`src/rtl/tx_control.sv`:
```
// SPI-side TX command handler: decodes commands, assembles 10-bit words and loads the TX FIFO.
// Optional macro TX_STALL_EN: hold in TX_LOAD while tx_full instead of dropping the word.
module tx_control #(
    parameter logic [3:0] CMD_TX       = 4'h4,
    parameter logic [3:0] CMD_TX_RESET = 4'h6,
    parameter int         COUNT_WIDTH  = 16
) (
    input  logic                   clk,
    input  logic                   reset,
    input  logic                   spi_cs,
    input  logic [7:0]             spi_rx_data,
    input  logic                   spi_rx_strobe,
    output logic [7:0]             spi_tx_data,
    output logic                   spi_tx_strobe,
    output logic                   tx_reset,
    input  logic                   tx_active,
    input  logic                   tx_full,
    output logic [9:0]             tx_data,
    output logic                   tx_load_strobe,
    output logic [COUNT_WIDTH-1:0] word_count
);

    // state       | meaning
    // ST_IDLE     | waiting for a command byte
    // ST_RESET    | pulse tx_reset for one cycle
    // ST_STATUS   | send status byte to host
    // ST_HIGH     | waiting for word bits 9:8
    // ST_LOW      | waiting for word bits 7:0
    // ST_LOAD     | write assembled word into TX FIFO
    typedef enum logic [2:0] {
        ST_IDLE, ST_RESET, ST_STATUS, ST_HIGH, ST_LOW, ST_LOAD
    } state_t;

    state_t     state, state_next;
    logic       overflow;
    logic [9:0] word_buffer;
    logic       start_go, reset_go, status_go, high_go, low_go, load_go, drop_go;

    always_ff @(posedge clk) begin
        if (reset) begin
            state          <= ST_IDLE;
            spi_tx_data    <= 8'h00;
            spi_tx_strobe  <= 1'b0;
            tx_reset       <= 1'b0;
            tx_data        <= 10'h000;
            tx_load_strobe <= 1'b0;
            word_count     <= '0;
            overflow       <= 1'b0;
            word_buffer    <= 10'h000;
        end else begin
            state          <= state_next;
            spi_tx_strobe  <= status_go;
            tx_reset       <= reset_go;
            tx_load_strobe <= load_go;
            if (status_go)
                spi_tx_data <= {tx_full, overflow, tx_active, 5'b00000};
            if (high_go)
                word_buffer[9:8] <= spi_rx_data[1:0];
            if (low_go)
                word_buffer[7:0] <= spi_rx_data;
            if (load_go) begin
                tx_data <= word_buffer;
                if (word_count != {COUNT_WIDTH{1'b1}})
                    word_count <= word_count + 1'b1;
            end
            if (drop_go)
                overflow <= 1'b1;
            if (start_go) begin
                word_count <= '0;
                overflow   <= 1'b0;
            end
        end
    end

    always_comb begin
        state_next = state;
        start_go   = 1'b0;
        reset_go   = 1'b0;
        status_go  = 1'b0;
        high_go    = 1'b0;
        low_go     = 1'b0;
        load_go    = 1'b0;
        drop_go    = 1'b0;
        case (state)
            ST_IDLE: begin
                if (spi_rx_strobe) begin
                    if (spi_rx_data[3:0] == CMD_TX) begin
                        start_go   = 1'b1;
                        state_next = ST_STATUS;
                    end else if (spi_rx_data[3:0] == CMD_TX_RESET) begin
                        state_next = ST_RESET;
                    end
                end
            end
            ST_RESET: begin
                reset_go   = 1'b1;
                state_next = ST_IDLE;
            end
            ST_STATUS: begin
                status_go  = 1'b1;
                state_next = ST_HIGH;
            end
            ST_HIGH: begin
                if (spi_rx_strobe) begin
                    high_go    = 1'b1;
                    state_next = ST_LOW;
                end
            end
            ST_LOW: begin
                if (spi_rx_strobe) begin
                    low_go     = 1'b1;
                    state_next = ST_LOAD;
                end
            end
            ST_LOAD: begin
                if (!tx_full) begin
                    load_go    = 1'b1;
                    state_next = ST_STATUS;
                end else begin
`ifdef TX_STALL_EN
                    state_next = ST_LOAD;
`else
                    drop_go    = 1'b1;
                    state_next = ST_STATUS;
`endif
                end
            end
            default: state_next = ST_IDLE;
        endcase
        // Deselect aborts everything except a load decided in ST_LOAD this cycle.
        if (spi_cs) begin
            state_next = ST_IDLE;
            start_go   = 1'b0;
            status_go  = 1'b0;
            high_go    = 1'b0;
            low_go     = 1'b0;
        end
    end

endmodule

```
`config.mk`:
```
export PLATFORM = sky130hd
export DESIGN_NAME = tx_control
export DESIGN_NICKNAME = d
export VERILOG_FILES = /design/src/rtl/tx_control.sv
export SDC_FILE = /design/constraint.sdc
export NUM_CORES = 1
export LEC_CHECK = 0
export CAP_MARGIN = 25
export CORE_MARGIN = 10
export CORE_UTILIZATION = 43
export DETAILED_ROUTE_END_ITERATION = 8
export PLACE_DENSITY = 0.71
export SKIP_LAST_GASP = 1
export SYNTH_ARGS = -nofsm -noshare
export SYNTH_HDL_FRONTEND = slang
export SYNTH_SLANG_ARGS = --single-unit
```
`constraint.sdc`:
```
create_clock -name clk -period 1.8 [get_ports clk]
set_clock_uncertainty 0.2 [all_clocks]
set_input_delay 0.36 -clock clk [delete_from_list [all_inputs] [get_ports clk]]
set_output_delay 0.36 -clock clk [all_outputs]
set_load 0.05 [all_outputs]
```
==> summary.md, run 1 <==
| Metric | Value |
|---|---|
| Grt total ovfl | 0 |
| Nets | 340 |
| CTS tree | yes |
| Commonest non-fill, non-tap cell in the layout | buf_4 |
| Switching pwr | 0.408 mW |
| Synth-to-layout area growth | 73.1% |
| Run status | complete, but fails checks |
| EDFF count, synth | 0 |
| Sw Ratio | 0.218 |
| Total GRT Usage | 0.148 |
| CP Data Arrival Time | 1.87 ns |
| Worst Setup SP | tx_full |
| Drt drc | 0 |
| Top-area cell type share of the netlist area | 0.464 |
| CP max-delay cell | or3_4 |
| CTS Buf Count | 5 |
| Mapped Cells | 228 |
| Antenna Nets Post-Route | 0 |
| Hold_buf cts | 0 |
| Pwr Density | 545 nW/µm² |
| # diodes | 0 |
| Worst VDD drop | 0.449 mV |
| Failing checks | setup timing |
| Drt pass-1 iters | 4 |
| CP bufs+invs | 1 |
| Syn avg cell area | 8.70 µm² |
| Min Tclk post-route | 1.84 ns |
| First-pass GRT wire length | 9.43 mm |
| Critical Path Max Stage Delay | 0.45 ns |
| Starting density of the core | 0.449 |
| Worst path required time | 1.83 ns |
| CTS max path bufs | 2 |
| Final worst-path cycle share | 1.02 |
| Seq/Total Area, Yosys | 0.464 |
| Die area | 7730 µm² |
| Ys async rst share | 0 |
| Area leader, netlist | dfxtp_1 |
| Hold wc startpoint | word_buffer[2] |
| Top cells by area, synth | dfxtp_1 (46%), a21oi_1 (6.6%), nand2_1 (5.9%), mux2i_1 (4.5%), nand3_1 (3.0%) |
| Crit path max-delay family | simple AND/OR/NAND/NOR gates |
| Post-synthesis instance area | 1980 µm² |
| Final setup TNS | -0.102 ns |
| Final hold vios | 0 |
| CP Capture Type | flop |
| CORE AREA | 4410 µm² |
| PortBufs | 45 |
| Reg-to-Reg Start | state[1] |
| Ys Warns | 0 |
| Critical path class | in -> reg |
| # rows | 24 |
| GPL Wtd Cong | 0.850 |
| Register share of total power | 0.536 |
| Power, Total | 1.87 mW |
| # IOs | 51 |
| HPWL Detailed | 4.23 mm |
| Starting DRT DRC Count | 67 |
| Synth cell types | 40 |
| Commonest non-fill, non-tap cells in the layout | buf_4 (61), nand2_1 (30), dfxtp_1 (28), buf_12 (27), a21oi_1 (22) |
| #FFs+latches synth | 46 |
| Comb pwr share | 0.072 |
| Worst-path clk slew | 0.09 ns |
| Initial antenna violation count | 0 |
| Filler cells | 283 |
| CTS root buf | clkbuf_8 |
| Die height | 87.9 µm |
| Largest net degree at the start of global routing | 16 |
| Int Pwr | 1.46 mW |
| Clock network fraction of total power | 0.392 |
| Max Fclk | 0.544 GHz |
| Cell leakage power | 1.30 nW |
| Crit-path cells | clkdlybuf4s15_1 > nand4bb_4 > or3_4 > or4_4 > a21oi_2 |
| HP Class | reg -> reg |
| Pins Over Slew Limit | 0 |
| Post-synth top flop | dfxtp_1 |
| Depth of the CTS H-tree | 2 |
| Vias per std cell | 5.63 |
| Vias | 2,129 |
| Chip width | 87.9 µm |
| Slack of the critical path | -0.0374 ns |
| Clock sinks | 46 |
| Total Wirelength | 5.95 mm |
| Worst-skew pair later-pin latency | 0.30 ns |
| R2r setup slk | -0.03 ns |
| CP Max Fanout | 6 |
| # setup viols final | 4 |
| Max-Cap Viols | 0 |
| Share of cells above drive strength 1 | 0.436 |
| Post-DR wirelength/cell | 15.7 µm |
| CP Launch Type | input port |
| Vias in the first global route | 2,093 |
| RSZ-0062 raised after global routing | true |
[state kept, by name, summed over array words and instances (netlist names)]
signal	count
tx_data	10
word_buffer	10
state	3
spi_tx_strobe	1
overflow	1
tx_reset	1
spi_tx_data	3
word_count	16
tx_load_strobe	1
[power groups by stage]
stage / Combinational, mW / Clock [mW] / Sequential, mW
2_1_floorplan: 0.0581 / 0 / 1.03
3_3_place_gp: 0.123 / 0 / 1.03
3_5_place_dp: 0.124 / 0 / 1.03
4_1_cts: 0.127 / 0.746 / 1.01
5_1_grt: 0.142 / 0.786 / 1.00
6_report: 0.134 / 0.732 / 1.00
[tightest hold or removal path, delay by kind of cell, from the launching register on]
family | cells | cell delay [ns]
simple gates | 1 | 0.05
compound gates | 1 | 0.05
flops | 1 | 0.32
[metrics by stage]
step	std cells	utilization	hold slack (ns)	setup slack [ns]	area, µm²
final	378	0.777	0.255	-0.0374	3430
after global routing	378	0.777	0.283	-0.147	3430
after CTS	365	0.733	0.256	-0.0224	3240
after detailed placement	357	0.701	0.244	-0.609	3090
after global placement	357	0.701	0.238	-0.547	3090
after floorplan	232	-	0.229	-0.0482	2080
[final timing paths]
kind	end	depth (start not counted)
worst min register to register	tx_data[2]	2
worst min-delay path	tx_data[2]	2
worst max-delay path	word_count[13]	5
worst max register to register	word_count[13]	4
[layout make-up]
class / instances / area, µm² / area share
Timing Repair Buffer: 101 / 1130 / 0.329
Sequential cell: 46 / 968 / 0.282
Tap cell: 52 / 65.1 / 0.0190
Inverter: 5 / 18.8 / 0.00547
Multi-Input combinational cell: 166 / 1140 / 0.332
Clock buffer: 8 / 111 / 0.0324
[what timing repair did]
| item | 4_1_cts | 5_1_grt |
|---|---|---|
| gates resized for setup | 5 | 24 |
| pin swaps | 1 | 9 |
| setup endpoints to repair | 14 | 19 |
| buffers inserted | 0 | 14 |
[layer usage]
layer / routed length (µm) / part of all wire / global-route usage
met1: 2360 / 0.40 / 0.168
met4: 139 / 0.023 / 0.0609
met2: 3020 / 0.51 / 0.253
met5: 0 / 0 / 0
met3: 426 / 0.072 / 0.0455
[cells by family (layout without fill, tap and decap cells)]
kind of cell / Yosys count / in the layout / share of synthesized area
muxes: 9 / 9 / 0.0454
other: 1 / 5 / 0.00189
adders and majority gates: 1 / 1 / 0.00631
buffers and inverters: 20 / 114 / 0.0479
xor gates and xnor gates: 1 / 1 / 0.00442
and+or+nand+nor: 97 / 97 / 0.257
AOI/OAI and AO/OA: 53 / 53 / 0.173
DFF: 46 / 46 / 0.464
[synth_stat cells, types with 2 or more instances]
cell,instances
a21oi_1,26
a31oi_1,4
and4_1,2
buf_4,5
clkbuf_1,8
dfxtp_1,46
inv_1,5
mux2i_1,9
nand2_1,31
nand3_1,12
nand4_1,4
nor2_1,15
nor2b_1,3
nor3_1,6
nor3b_1,2
nor4_1,2
nor4b_1,2
o21a_1,2
o21ai_0,3
o311ai_0,2
o31ai_1,8
o41ai_1,3
or3_1,4
or4_1,8
Note: power is estimated with default switching activity, not from simulation.
==> run 2, diff against run 1 <==
--- a/config.mk
+++ b/config.mk
@@ -9,6 +9,7 @@
 export CORE_MARGIN = 10
 export CORE_UTILIZATION = 43
 export DETAILED_ROUTE_END_ITERATION = 8
+export GPL_ROUTABILITY_DRIVEN = 0
 export PLACE_DENSITY = 0.71
 export SKIP_LAST_GASP = 1
 export SYNTH_ARGS = -nofsm -noshare
==> results of run 2 <==
No change in the layout: final DEF, timing and power equal those of run 1.
==> run 3, diff against run 2 <==
--- a/config.mk
+++ b/config.mk
@@ -10,6 +10,7 @@
 export CORE_UTILIZATION = 43
 export DETAILED_ROUTE_END_ITERATION = 8
 export GPL_ROUTABILITY_DRIVEN = 0
+export MAX_ROUTING_LAYER = met4
 export PLACE_DENSITY = 0.71
 export SKIP_LAST_GASP = 1
 export SYNTH_ARGS = -nofsm -noshare
==> summary.md, run 3 (synthesized netlist as in run 1, its figures left out) <==
| Metric | Value |
|---|---|
| Commonest non-fill, non-tap cell in the layout | buf_4 |
| Area after DPL | 3090 µm² (unchanged) |
| Vias in the first global route | 2,088 (-0.24%) |
| Starting DRT DRC Count | 80 (+19%) |
| Max reg flops | 16 (unchanged) |
| Worst hold path cell count | 2 (unchanged) |
| Clock sinks | 46 (unchanged) |
| HP Class | reg -> reg |
| CP bufs+invs | 1 (unchanged) |
| Hold_buf cts | 0 (unchanged) |
| Crit path max-delay family | simple AND/OR/NAND/NOR gates |
| Die height | 87.9 µm (unchanged) |
| CTS tree | yes |
| Largest register by flop count | word_count |
| Critical Path Max Stage Delay | 0.45 ns (about the same) |
| Die area | 7730 µm² (unchanged) |
| Commonest non-fill, non-tap cells in the layout | buf_4 (61), nand2_1 (30), dfxtp_1 (28), buf_12 (27), a21oi_1 (22) |
| Vias per std cell | 5.49 (-2.5%) |
| # setup viols final | 6 (+2) |
| # diodes | 0 (unchanged) |
| Drt pass-1 iters | 4 (unchanged) |
| Nets | 340 (unchanged) |
| Final setup TNS | -0.131 ns (-0.0293 ns) |
| FF-to-FF path depth | 4 (unchanged) |
| Crit. path cell count | 5 (unchanged) |
| RSZ-0062 raised after global routing | true |
| Final hold vios | 0 (unchanged) |
| Max-Cap Viols | 0 (unchanged) |
| R2r setup slk | -0.03 ns (about the same) |
| Worst path required time | 1.83 ns (about the same) |
| Grt total ovfl | 0 (unchanged) |
| Failing checks | setup timing |
| Total Wirelength | 5.90 mm (-0.76%) |
| # IOs | 51 (unchanged) |
| Depth of the CTS H-tree | 2 (unchanged) |
| Place WS | -0.609 ns (unchanged) |
| Pins Over Slew Limit | 0 (unchanged) |
| Initial antenna violation count | 0 (unchanged) |
| Run status | complete, but fails checks |
| Min Tclk post-route | 1.84 ns (+0.00618 ns) |
| Largest regs | word_count (16), tx_data (10), word_buffer (10) |
| Worst-path clk slew | 0.08 ns (about the same) |
| Vias | 2,076 (-2.5%) |
| CORE AREA | 4410 µm² (unchanged) |
| Cell leakage power | 1.30 nW (unchanged) |
| Worst-skew pair later-pin latency | 0.29 ns (about the same) |
| Synth-to-layout area growth | 73.1% (unchanged) |
| Layout Utilization | 0.777 (unchanged) |
| Antenna Nets Post-Route | 0 (unchanged) |
| Max Fclk | 0.542 GHz (-0.34%) |
| Post-DR wirelength/cell | 15.6 µm (-0.76%) |
| PortBufs | 45 (unchanged) |
| Drt drc | 0 (unchanged) |
| Pwr Density | 543 nW/µm² (-0.26%) |
| CP Capture Type | flop |
| Worst VDD drop | 0.452 mV (+0.59%) |
| Total GRT Usage | 0.153 (+0.00466) |
| Share of cells above drive strength 1 | 0.436 (unchanged) |
| CTS root buf | clkbuf_8 |
| Crit-path cells | clkdlybuf4s15_1 > nand4bb_4 > or3_4 > or4_4 > a21oi_2 |
| CP Launch Type | input port |
| Final worst-path cycle share | 1.02 (+0.00343) |
| Slack of the critical path | -0.0435 ns (-0.00618 ns) |
| CTS max path bufs | 2 (unchanged) |
| Chip width | 87.9 µm (unchanged) |
| CP max-delay cell | or3_4 |
| First-pass GRT wire length | 9.45 mm (+0.15%) |
| Largest net degree at the start of global routing | 16 (unchanged) |
| Power, Total | 1.86 mW (-0.26%) |
| CP Max Fanout | 6 (unchanged) |
| # rows | 24 (unchanged) |
| Starting density of the core | 0.449 (unchanged) |
| CTS Buf Count | 5 (unchanged) |
| Fin area | 3430 µm² (unchanged) |
| CP Data Arrival Time | 1.87 ns (about the same) |
| Critical path class | in -> reg |
| HPWL Detailed | 4.23 mm (unchanged) |
==> run 3: cell counts in the layout (fill, tap and decap cells not counted) <==
No cell type changed its count.
==> run 3: what timing repair did <==
action | in CTS | in global routing
resized for setup | 5 | 24
endpoints found under the hold margin | 0 | 0
setup buffers | 0 | 14
pin swaps | 1 | 9
setup endpoints to repair | 14 | 19
==> run 3: worst paths after layout <==
check | to | from
worst min register to register | tx_data[6] | word_buffer[6]
worst max register to register | word_count[13] | state[1]
worst min-delay path | tx_data[6] | word_buffer[6]
worst max-delay path | word_count[13] | tx_full
==> run 3: tightest hold or removal path, delay by kind of cell, from the launching register on <==
kind / cells / cell delay, ns
flops: 1 / 0.32
simple gates: 1 / 0.05
compound gates: 1 / 0.05
==> run 3: cell type report <==
class / instances / area, µm²
Multi-Input combinational cell: 166 / 1140
Timing Repair Buffer: 101 / 1130
Fill cell: 283 / 982
Sequential cell: 46 / 968
Clock buffer: 8 / 111
Tap cell: 52 / 65.1
Inverter: 5 / 18.8
==> run 3: routing by layer <==
| metal | GRT usage | wire length [µm] |
|---|---|---|
| met5 | - | 0 |
| met4 | 0.0609 | 111 |
| met3 | 0.0390 | 351 |
| met2 | 0.252 | 3040 |
| met1 | 0.173 | 2400 |
==> run 3: per-stage QoR <==
stage | std cells | hold slack, ns
floorplan | 232 | 0.229
global placement | 357 | 0.238
detailed placement | 357 | 0.244
CTS | 365 | 0.256
global route | 378 | 0.283
finish | 378 | 0.258
==> run 3: power by group <==
group          total, mW  switching [mW]  internal [mW]
registers           1.00        0.000770           1.00
logic              0.134          0.0721         0.0622
clock network      0.727           0.330          0.397
total               1.86           0.403           1.46
